==> src/rtl/callret_pkg.sv <==
// Shared types and helpers for the call/return controller.
package callret_pkg;

  typedef enum logic [1:0] {
    IDLE         = 2'd0,
    POP_WAIT     = 2'd1,
    RET_REDIRECT = 2'd2
  } state_e;

  function automatic int cap_f(input int depth_width);
    return 1 << depth_width;
  endfunction

endpackage

==> src/rtl/call_return_ctrl_if.sv <==
// Decode-side and stack-side signals of the call/return controller.
interface call_return_ctrl_if #(
  parameter int IA_WIDTH    = 12,
  parameter int D_WIDTH     = 34,
  parameter int DEPTH_WIDTH = 5
);
  logic                  valid_i;
  logic                  is_call_i;
  logic                  is_ret_i;
  logic [IA_WIDTH-1:0]   pc_i;
  logic [IA_WIDTH-1:0]   target_i;
  logic [D_WIDTH-1:0]    pop_data_i;
  logic                  stack_we_o;
  logic                  stack_push_o;
  logic [D_WIDTH-1:0]    stack_wdata_o;
  logic                  redirect_valid_o;
  logic [IA_WIDTH-1:0]   redirect_pc_o;
  logic                  stall_o;
  logic [DEPTH_WIDTH:0]  depth_o;
  logic                  full_o;
  logic                  empty_o;

  modport master (
    output valid_i, is_call_i, is_ret_i, pc_i, target_i, pop_data_i,
    input  stack_we_o, stack_push_o, stack_wdata_o, redirect_valid_o,
           redirect_pc_o, stall_o, depth_o, full_o, empty_o
  );

  modport slave (
    input  valid_i, is_call_i, is_ret_i, pc_i, target_i, pop_data_i,
    output stack_we_o, stack_push_o, stack_wdata_o, redirect_valid_o,
           redirect_pc_o, stall_o, depth_o, full_o, empty_o
  );
endinterface

==> src/rtl/callret_depth_ctr.sv <==
// Saturating stack occupancy counter, bounded to 0..CAP.
module callret_depth_ctr
  import callret_pkg::*;
#(
  parameter int DEPTH_WIDTH = 5
) (
  input  logic                 clk,
  input  logic                 reset,
  input  logic                 inc,
  input  logic                 dec,
  output logic [DEPTH_WIDTH:0] depth,
  output logic                 full,
  output logic                 empty
);
  localparam logic [DEPTH_WIDTH:0] CAP = (DEPTH_WIDTH+1)'(cap_f(DEPTH_WIDTH));
  localparam logic [DEPTH_WIDTH:0] ONE = (DEPTH_WIDTH+1)'(1);

  always_ff @(posedge clk) begin
    if (reset)                           depth <= '0;
    else if (inc && !dec && depth != CAP) depth <= depth + ONE;
    else if (dec && !inc && depth != '0)  depth <= depth - ONE;
  end

  assign full  = (depth == CAP);
  assign empty = (depth == '0);
endmodule

==> src/rtl/call_return_ctrl.sv <==
// Call/return controller: pushes return addresses, pops them on ret and redirects the PC.
// Optional CALLRET_FAULT_EN adds fault_o / fault_sticky_o for overflow and underflow.
module call_return_ctrl
  import callret_pkg::*;
#(
  parameter int IA_WIDTH    = 12,
  parameter int D_WIDTH     = 34,
  parameter int DEPTH_WIDTH = 5
) (
  input  logic               clk,
  input  logic               reset,
  call_return_ctrl_if.slave  bus
`ifdef CALLRET_FAULT_EN
  ,
  output logic               fault_o,
  output logic               fault_sticky_o
`endif
);
  state_e              state_q, state_d;
  logic                we_q, we_d, push_q, push_d, rv_q, rv_d, stall_q, stall_d;
  logic [D_WIDTH-1:0]  wdata_q, wdata_d;
  logic [IA_WIDTH-1:0] rpc_q, rpc_d, ret_addr;
  logic                inc, dec, full, empty;
  logic                unused_pop_hi;
`ifdef CALLRET_FAULT_EN
  logic                fault_d, fault_q, sticky_q;
`endif

  assign ret_addr      = bus.pc_i + IA_WIDTH'(1);
  assign unused_pop_hi = ^bus.pop_data_i;

  always_comb begin
    state_d = state_q;
    we_d    = 1'b0;
    push_d  = 1'b0;
    wdata_d = '0;
    rv_d    = 1'b0;
    rpc_d   = '0;
    stall_d = 1'b0;
    inc     = 1'b0;
    dec     = 1'b0;
`ifdef CALLRET_FAULT_EN
    fault_d = 1'b0;
`endif
    case (state_q)
      IDLE: if (bus.valid_i) begin
        if (bus.is_call_i) begin
          if (!full) begin
            we_d    = 1'b1;
            push_d  = 1'b1;
            wdata_d = D_WIDTH'(ret_addr);
            rv_d    = 1'b1;
            rpc_d   = bus.target_i;
            inc     = 1'b1;
          end else begin
`ifdef CALLRET_FAULT_EN
            fault_d = 1'b1;
`else
            // overflow: drop the push but still follow the call
            rv_d    = 1'b1;
            rpc_d   = bus.target_i;
`endif
          end
        end else if (bus.is_ret_i) begin
          if (!empty) begin
            we_d    = 1'b1;
            dec     = 1'b1;
            stall_d = 1'b1;
            state_d = POP_WAIT;
          end else begin
`ifdef CALLRET_FAULT_EN
            fault_d = 1'b1;
`endif
          end
        end
      end
      POP_WAIT: begin
        stall_d = 1'b1;
        state_d = RET_REDIRECT;
      end
      RET_REDIRECT: begin
        rv_d    = 1'b1;
        rpc_d   = bus.pop_data_i[IA_WIDTH-1:0];
        state_d = IDLE;
      end
      default: state_d = IDLE;
    endcase
  end

  always_ff @(posedge clk) begin
    if (reset) begin
      state_q <= IDLE;
      we_q    <= 1'b0;
      push_q  <= 1'b0;
      wdata_q <= '0;
      rv_q    <= 1'b0;
      rpc_q   <= '0;
      stall_q <= 1'b0;
    end else begin
      state_q <= state_d;
      we_q    <= we_d;
      push_q  <= push_d;
      wdata_q <= wdata_d;
      rv_q    <= rv_d;
      rpc_q   <= rpc_d;
      stall_q <= stall_d;
    end
  end

`ifdef CALLRET_FAULT_EN
  always_ff @(posedge clk) begin
    if (reset) begin
      fault_q  <= 1'b0;
      sticky_q <= 1'b0;
    end else begin
      fault_q  <= fault_d;
      sticky_q <= sticky_q | fault_d;
    end
  end
  assign fault_o        = fault_q;
  assign fault_sticky_o = sticky_q;
`endif

  callret_depth_ctr #(.DEPTH_WIDTH(DEPTH_WIDTH)) u_depth (
    .clk   (clk),
    .reset (reset),
    .inc   (inc),
    .dec   (dec),
    .depth (bus.depth_o),
    .full  (full),
    .empty (empty)
  );

  assign bus.full_o           = full;
  assign bus.empty_o          = empty;
  assign bus.stack_we_o       = we_q;
  assign bus.stack_push_o     = push_q;
  assign bus.stack_wdata_o    = wdata_q;
  assign bus.redirect_valid_o = rv_q;
  assign bus.redirect_pc_o    = rpc_q;
  assign bus.stall_o          = stall_q;
endmodule

==> src/flat_wrapper.sv <==
// flat-port wrapper written by rule: the top's interface ports become plain ports
module call_return_ctrl_flat import callret_pkg::*;
#(
  parameter int IA_WIDTH    = 12,
  parameter int D_WIDTH     = 34,
  parameter int DEPTH_WIDTH = 5
)
  (clk, reset, bus_valid_i, bus_is_call_i, bus_is_ret_i, bus_pc_i, bus_target_i, bus_pop_data_i, bus_stack_we_o, bus_stack_push_o, bus_stack_wdata_o, bus_redirect_valid_o, bus_redirect_pc_o, bus_stall_o, bus_depth_o, bus_full_o, bus_empty_o);
  call_return_ctrl_if #(.IA_WIDTH(IA_WIDTH), .D_WIDTH(D_WIDTH), .DEPTH_WIDTH(DEPTH_WIDTH)) bus_i ();
  input  logic clk;
  input  logic reset;
  input wire logic [$bits(bus_i.valid_i)-1:0] bus_valid_i;
  input wire logic [$bits(bus_i.is_call_i)-1:0] bus_is_call_i;
  input wire logic [$bits(bus_i.is_ret_i)-1:0] bus_is_ret_i;
  input wire logic [$bits(bus_i.pc_i)-1:0] bus_pc_i;
  input wire logic [$bits(bus_i.target_i)-1:0] bus_target_i;
  input wire logic [$bits(bus_i.pop_data_i)-1:0] bus_pop_data_i;
  output wire logic [$bits(bus_i.stack_we_o)-1:0] bus_stack_we_o;
  output wire logic [$bits(bus_i.stack_push_o)-1:0] bus_stack_push_o;
  output wire logic [$bits(bus_i.stack_wdata_o)-1:0] bus_stack_wdata_o;
  output wire logic [$bits(bus_i.redirect_valid_o)-1:0] bus_redirect_valid_o;
  output wire logic [$bits(bus_i.redirect_pc_o)-1:0] bus_redirect_pc_o;
  output wire logic [$bits(bus_i.stall_o)-1:0] bus_stall_o;
  output wire logic [$bits(bus_i.depth_o)-1:0] bus_depth_o;
  output wire logic [$bits(bus_i.full_o)-1:0] bus_full_o;
  output wire logic [$bits(bus_i.empty_o)-1:0] bus_empty_o;
  assign bus_i.valid_i = bus_valid_i;
  assign bus_i.is_call_i = bus_is_call_i;
  assign bus_i.is_ret_i = bus_is_ret_i;
  assign bus_i.pc_i = bus_pc_i;
  assign bus_i.target_i = bus_target_i;
  assign bus_i.pop_data_i = bus_pop_data_i;
  assign bus_stack_we_o = bus_i.stack_we_o;
  assign bus_stack_push_o = bus_i.stack_push_o;
  assign bus_stack_wdata_o = bus_i.stack_wdata_o;
  assign bus_redirect_valid_o = bus_i.redirect_valid_o;
  assign bus_redirect_pc_o = bus_i.redirect_pc_o;
  assign bus_stall_o = bus_i.stall_o;
  assign bus_depth_o = bus_i.depth_o;
  assign bus_full_o = bus_i.full_o;
  assign bus_empty_o = bus_i.empty_o;
  call_return_ctrl #(.IA_WIDTH(IA_WIDTH), .D_WIDTH(D_WIDTH), .DEPTH_WIDTH(DEPTH_WIDTH)) u_core (.clk(clk), .reset(reset), .bus(bus_i));
endmodule
==> config.mk <==
export PLATFORM = sky130hd
export DESIGN_NAME = call_return_ctrl_flat
export DESIGN_NICKNAME = d
export VERILOG_FILES = /design/src/rtl/callret_pkg.sv /design/src/rtl/call_return_ctrl_if.sv /design/src/rtl/callret_depth_ctr.sv /design/src/rtl/call_return_ctrl.sv /design/src/flat_wrapper.sv
export SDC_FILE = /design/constraint.sdc
export NUM_CORES = 1
export LEC_CHECK = 0
export BUFFER_PORTS_ARGS = -buffer_cell sky130_fd_sc_hd__buf_2
export CAP_MARGIN = 25
export CORE_MARGIN = 5
export CORE_UTILIZATION = 38
export CTS_BUF_LIST = sky130_fd_sc_hd__clkbuf_8
export DETAILED_ROUTE_END_ITERATION = 7
export GPL_TIMING_DRIVEN = 0
export PLACE_DENSITY = 0.78
export SLEW_MARGIN = 20
export SYNTH_ARGS = -nofsm -noshare
export SYNTH_HDL_FRONTEND = slang
export SYNTH_SLANG_ARGS = --single-unit
==> constraint.sdc <==
create_clock -name clk -period 2.8 [get_ports clk]
set_clock_uncertainty 0.2 [all_clocks]
set_input_delay 0.56 -clock clk [delete_from_list [all_inputs] [get_ports clk]]
set_output_delay 0.56 -clock clk [all_outputs]
set_load 0.01 [all_outputs]
== Word-level counts from Yosys, hierarchy flattened ==
Index checks and enable logic that the tools add are counted.

* Bits in registers: 58
* Input port bits: 63
* Output and inout port bits: 58

* Add/sub/neg operators: 3
* Equality and inequality tests: 8
* Muxes and demuxes: 24
* Bitwise gates (word level): 3
* Reduce and logical (&&, ||, !) cells: 14

{| class="wikitable"
|+ Operators by type and width
! kind !! count
|-
| $mux W12 || 2
|-
| $pmux W12 S2 || 1
|-
| $add A12 B1 Y12 const B || 1
|-
| $mux W1 || 12
|-
| $mux W6 || 2
|-
| $mux W2 || 4
|-
| $ne A2 B2 Y1 const B || 4
|-
| $add A6 B1 Y6 const B || 1
|-
| $eq A6 B6 Y1 const B || 1
|-
| $logic_not A6 Y1 || 1
|-
| $ne A6 B6 Y1 const B || 1
|-
| $reduce_bool A6 Y1 || 1
|-
| $sub A6 B1 Y6 const B || 1
|-
| $reduce_or A5 Y1 || 1
|-
| $logic_and A1 B1 Y1 || 4
|-
| $pmux W1 S2 || 2
|-
| $pmux W2 S2 || 1
|-
| $reduce_and A4 Y1 || 1
|-
| $reduce_or A4 Y1 || 1
|-
| $not A1 Y1 || 3
|-
| $reduce_or A3 Y1 || 1
|-
| $eq A2 B1 Y1 const B || 1
|-
| $eq A2 B2 Y1 const B || 1
|-
| $logic_not A1 Y1 || 2
|-
| 2 further kinds || 2
|}

== Logic depth before layout (Yosys ltp) ==
* Depth after elaboration: 10
* Mapped depth: 10
* Mapped depth without buffers: 10

== By module ==
A second synthesis with hierarchy kept.

* Cell total of the unflattened synthesis: 192
* Area total of the unflattened synthesis: 1749.2 um^2

{| class="wikitable"
|+ By module, submodules not included
! module !! instances !! cells an instance !! area each (um^2) !! sequential area each (um^2)
|-
| call_return_ctrl || 1 || 138 || 1272.5 || 600.6
|-
| callret_depth_ctr || 1 || 54 || 476.7 || 120.1
|}

== Worst setup path before layout ==
Ideal clock, no wire load.

* Kind: flip-flop to flip-flop
* Start point: reg u_core.u_depth.depth[0]
* End point: reg u_core.u_depth.depth[5]
* Setup time: 0.122 ns
* Arrival: 2.521 ns
* Setup slack: -0.043 ns
* Stages on the path, launching flop included: 10
* Path buffers: 0
* Period minus slack after synthesis: 2.843 ns
* Cell sequence: dfxtp_1 > or4_4 > nor3_4 > nand2b_4 > ha_1 > and3_1 > a211oi_1 > o21ai_0 > nor4b_1 > a311o_1

* Elaborated cells between the ends (all ways): 24

{| class="wikitable"
|+ RTL lines
! element !! RTL line !! text
|-
| start: declaration || callret_depth_ctr.sv:11 || <nowiki>output logic [DEPTH_WIDTH:0] depth,</nowiki>
|-
| start signal: assignment || callret_depth_ctr.sv:20 || <nowiki>else if (inc && !dec && depth != CAP) depth <= depth + ONE;</nowiki>
|-
| start signal: assignment || callret_depth_ctr.sv:21 || <nowiki>else if (dec && !inc && depth != '0) depth <= depth - ONE;</nowiki>
|-
| $eq A6 B6 Y1 * || callret_depth_ctr.sv:24 || <nowiki>assign full = (depth == CAP);</nowiki>
|-
| net bus_full_o || flat_wrapper.sv:25 || <nowiki>output wire logic [$bits(bus_i.full_o)-1:0] bus_full_o;</nowiki>
|-
| $mux W1 * || call_return_ctrl.sv:48 || <nowiki>if (!full) begin</nowiki>
|-
| $mux W1 * || call_return_ctrl.sv:47 || <nowiki>if (bus.is_call_i) begin</nowiki>
|-
| $mux W1 * || call_return_ctrl.sv:46 || <nowiki>IDLE: if (bus.valid_i) begin</nowiki>
|-
| $mux W1 * || call_return_ctrl.sv:45 || <nowiki>case (state_q)</nowiki>
|-
| $logic_not A1 Y1 || callret_depth_ctr.sv:21 ||
|-
| $logic_and A1 B1 Y1 (2 in series) || callret_depth_ctr.sv:21 ||
|-
| $reduce_bool A2 Y1 (no line) || n/a ||
|}

The timed path passes the listed nets; every way through them passes the cells marked *. The select of a mux whose other input is x is not followed.
A chain may end at the register's enable or synchronous reset.

== Worst setup path after layout ==
* Start point: reg u_core.u_depth.depth[1]
* End point: reg u_core.u_depth.depth[5]

* Cells in the longest elaborated chain, start to end: 10
* Elaborated cells between the ends (all ways): 24

{| class="wikitable"
|+ Ends and longest elaborated chain
! element !! RTL line !! text
|-
| $logic_not A6 Y1 || callret_depth_ctr.sv:25 || <nowiki>assign empty = (depth == '0);</nowiki>
|-
| $mux W1 || call_return_ctrl.sv:65 || <nowiki>if (!empty) begin</nowiki>
|-
| $mux W1 || call_return_ctrl.sv:64 || <nowiki>end else if (bus.is_ret_i) begin</nowiki>
|-
| $mux W1 || call_return_ctrl.sv:47 ||
|-
| $mux W1 || call_return_ctrl.sv:46 ||
|-
| $mux W1 || call_return_ctrl.sv:45 ||
|-
| $logic_not A1 Y1 || callret_depth_ctr.sv:20 ||
|-
| $logic_and A1 B1 Y1 (2 in series) || callret_depth_ctr.sv:20 ||
|-
| $mux W6 or $reduce_bool A2 Y1 (tied branches) || n/a ||
|}

Parallel ways exist; a longest one is shown, timed or not. The select of a mux whose other input is x is not followed.

==> run metrics <==
FF-to-FF path depth 9; Final #Nets 361; Final Hold Vio Count 0; Required @ worst endpoint 2770 ps; vias in the first global route 1,573; buffer type at the clock tree root clkbuf_8; hold_sp u_core.u_depth.depth[1]; post-synthesis sequential area ratio 42.4%; largest net degree at the start of global routing 13; main combinational cell family by area after synthesis simple AND/OR/NAND/NOR gates; PwrDens 644 nW/um^2; area of the core 4350 um^2; count of state elements after synthesis 36; row count 24; mux cell area share after synthesis 0.590%; M1 WL 1530 um; critical path arrival 2710 ps; cell area after synthesis 1700 um^2; placed cell areas 2230 um^2; Max-Cap Viols 0; outcome finished, final reports clean; Worst R2R Setup Slack 60 ps; Net Sw Power 522 uW; routed wl met3 473 um; Reg-to-Reg Start u_core.u_depth.depth[1]; Final period util 97.7%; Initial Utilization 39.0%; final setup violation count 0; clk buf depth 2; Design Area, Final 2420 um^2; switching share of power 33.5%; Worst setup SP type register; initial antenna violation count 0; vias per cell 4.42; Diodes inserted 0; worst vdd ir 0.302 mV; reg2reg end u_core.u_depth.depth[5]; DR pass1 iterations 4; synthesized area per cell 9.38 um^2; Synth Area in Compound Gates 11.6%; Worst-Margin Slew 541 ps; # hold bufs at CTS 0; RD Place Congestion 0.776; FF/Latch Area 729 um^2; metal2 WL 1910 um; grt ovf 0; DIE AREA 5910 um^2; WL/cell 11.6 um; WHS Endpoint u_core.u_depth.depth[1]; clock network latency to the later pin of the worst-skew pair 280 ps; total CTS buffers 5; RSZ-0062 raised after global routing yes; Ys Warns 0; Hold Crit Depth 2; Internal 1040 uW; die width 76.8 um; Multi-input gate area 903 um^2; CP Capture Type register; Seq pwr share 38.8%; Area Growth Syn to Fin 42.7%; Max Slew Vio Count 0; WS Path Type register to register; clk slew on worst S/H paths 70 ps; hpwl dp 3150 um; share of cells above drive strength 1 45.5%; final core area utilization 55.6%; H-tree Lvls 2; Tmin final 2740 ps; # clock sinks 36; chip height 76.8 um; port bufs 76; # DRC 0; Cells after Synth 181; top sig layer met4; CTS tree yes; Comb pwr share 38.0%; Max Clock Freq 0.366 GHz; Iteration-0 DRC Markers 28; DR vias 1,522; CP Max Fanout 6; Clock power frac 23.2%; simple-gate share of the synthesized area 20.3%; Synth Area in XOR/XNOR 6.71%; worst min path class register to register; Layout fillers 405; synth unique cells 42; I/O Pins 121; adder-cell area share of the yosys netlist 5.60%; Rel. slew slack 63.9%; Pleak 0.00124 uW; WL final 3990 um; Antenna Nets Post-Route 0; first-pass GRT wire length 6580 um; global-route total usage across every layer 13.3%
-- cells in the final DEF, fill, tap and decap left out, types with 2 or more instances in the layout --
cell type  netlist  routed
clkbuf_1         2       2
nand3_1          5       5
nand2_1          6       6
or2_2            3       3
nand2b_1         2       2
nand4_1          2       2
conb_1           1      22
inv_1            5       5
clkbuf_8         0       5
and3_1           3       2
a22oi_1         12      12
xnor2_1          6       6
dfxtp_1         36      33
buf_4           22      28
and4_1           2       2
nor2_1          29      29
dfxtp_4          0       2
xor2_1           7       7
buf_2            2      78
a21oi_1          6       6
clkinv_2         0       2
ha_4             0       3
ha_1             6       3
-- Yosys cell counts --
cell type | instances | share of area, %
a211o_1 | 1 | 0.52
a211oi_1 | 1 | 0.44
a21o_1 | 1 | 0.44
a21oi_1 | 6 | 1.8
a21oi_4 | 1 | 0.96
a22o_1 | 1 | 0.52
a22oi_1 | 12 | 5.3
a311o_1 | 1 | 0.59
and2_1 | 1 | 0.37
and3_1 | 3 | 1.1
and4_1 | 2 | 1.0
and4bb_2 | 1 | 0.74
buf_1 | 1 | 0.22
buf_2 | 2 | 0.59
buf_4 | 22 | 9.7
clkbuf_1 | 2 | 0.44
conb_1 | 1 | 0.22
dfxtp_1 | 36 | 42
fa_1 | 1 | 1.2
ha_1 | 6 | 4.4
inv_1 | 5 | 1.1
inv_4 | 1 | 0.37
mux2i_1 | 1 | 0.59
nand2_1 | 6 | 1.3
nand2b_1 | 2 | 0.74
nand2b_4 | 1 | 0.81
nand3_1 | 5 | 1.5
nand4_1 | 2 | 0.74
nor2_1 | 29 | 6.4
nor2b_1 | 1 | 0.37
nor3_1 | 1 | 0.29
nor3_4 | 1 | 0.96
nor3b_1 | 1 | 0.44
nor4b_1 | 1 | 0.52
nor4b_2 | 1 | 0.88
o21ai_0 | 2 | 0.59
o31a_1 | 1 | 0.52
or2_2 | 3 | 1.1
or3_1 | 1 | 0.37
or4_4 | 1 | 0.66
xnor2_1 | 6 | 3.1
xor2_1 | 7 | 3.6
-- worst max path at each step --
stage                            startpoint                      end  cells after the start
finish              u_core.u_depth.depth[1]  u_core.u_depth.depth[5]                      9
global route        u_core.u_depth.depth[1]  u_core.u_depth.depth[5]                      9
CTS                 u_core.u_depth.depth[0]  u_core.u_depth.depth[5]                      9
detailed placement  u_core.u_depth.depth[0]  u_core.u_depth.depth[5]                      9
global placement    u_core.u_depth.depth[1]  u_core.u_depth.depth[5]                      9
floorplan           u_core.u_depth.depth[0]  u_core.u_depth.depth[5]                      9
-- logic make-up after synthesis --
family,after synthesis
flip-flops,36
AND/OR/NAND/NOR,63
AO/OA/AOI/OAI,27
other,1
XOR/XNOR,13
buffers and inverters,33
adder cells (fa/ha/maj),7
multiplexers,1
-- worst max-delay path, stage by stage (launching register included) --
cell      delay (ps)
dfxtp_4          360
or4_4            550
nor3_4           180
nand2b_4         220
ha_4             220
and3_4           180
a211oi_4         190
o21ai_2          110
nor4b_1          150
a311o_1          270
-- stage by stage --
step / power (uW) / setup WS (ps) / TNS, ps / hold slack, ps / instances
after CTS: 1510 / 5.18 / 0 / 297 / 340
after global routing: 1670 / -27.7 / -27.7 / 316 / 344
final: 1560 / 64.6 / 0 / 306 / 344
after detailed placement: 1120 / -50.9 / -50.9 / 288 / 330
after global placement: 1100 / -4.18 / -4.18 / 280 / 330
after floorplan: 965 / 40.9 / 0 / 295 / 202
-- layout make-up --
cell class	instances	area share (%)
Buffer	27	7.70
Clock buffer	5	2.84
Clock inverter	3	0.775
Inverter	6	1.03
Multi-Input combinational cell	133	37.3
Sequential cell	36	30.1
Tap cell	52	2.69
Timing Repair Buffer	82	17.6
-- sequential cells by signal, summed over array words and instances (netlist names) --
name,flops
u_core.bus.redirect_pc_o,12
u_core.bus.stack_wdata_o,12
u_core.u_depth.depth,6
u_core.state_q,2
u_core.bus.redirect_valid_o,1
u_core.bus.stack_push_o,1
u_core.bus.stack_we_o,1
u_core.bus.stall_o,1
-- power by group through the flow --
stage / Combinational [uW] / Sequential (uW) / Clock [uW]
global route: 656 / 614 / 403
global placement: 489 / 613 / 0
CTS: 527 / 603 / 376
finish: 593 / 606 / 362
floorplan: 333 / 632 / 0
detailed placement: 503 / 614 / 0
-- per-layer routing --
metal,vias up,global-route usage (%)
met2,73,22.9
met5,-,0
met4,0,5.42
met1,648,13.7
met3,9,6.32
li1,792,-
-- what timing repair did --
action	in CTS	in global routing
gates resized for setup	2	10
setup buffers	2	4
pin swaps	2	4
setup endpoints to repair	1	2
Note: power is estimated with default switching activity, not from simulation.
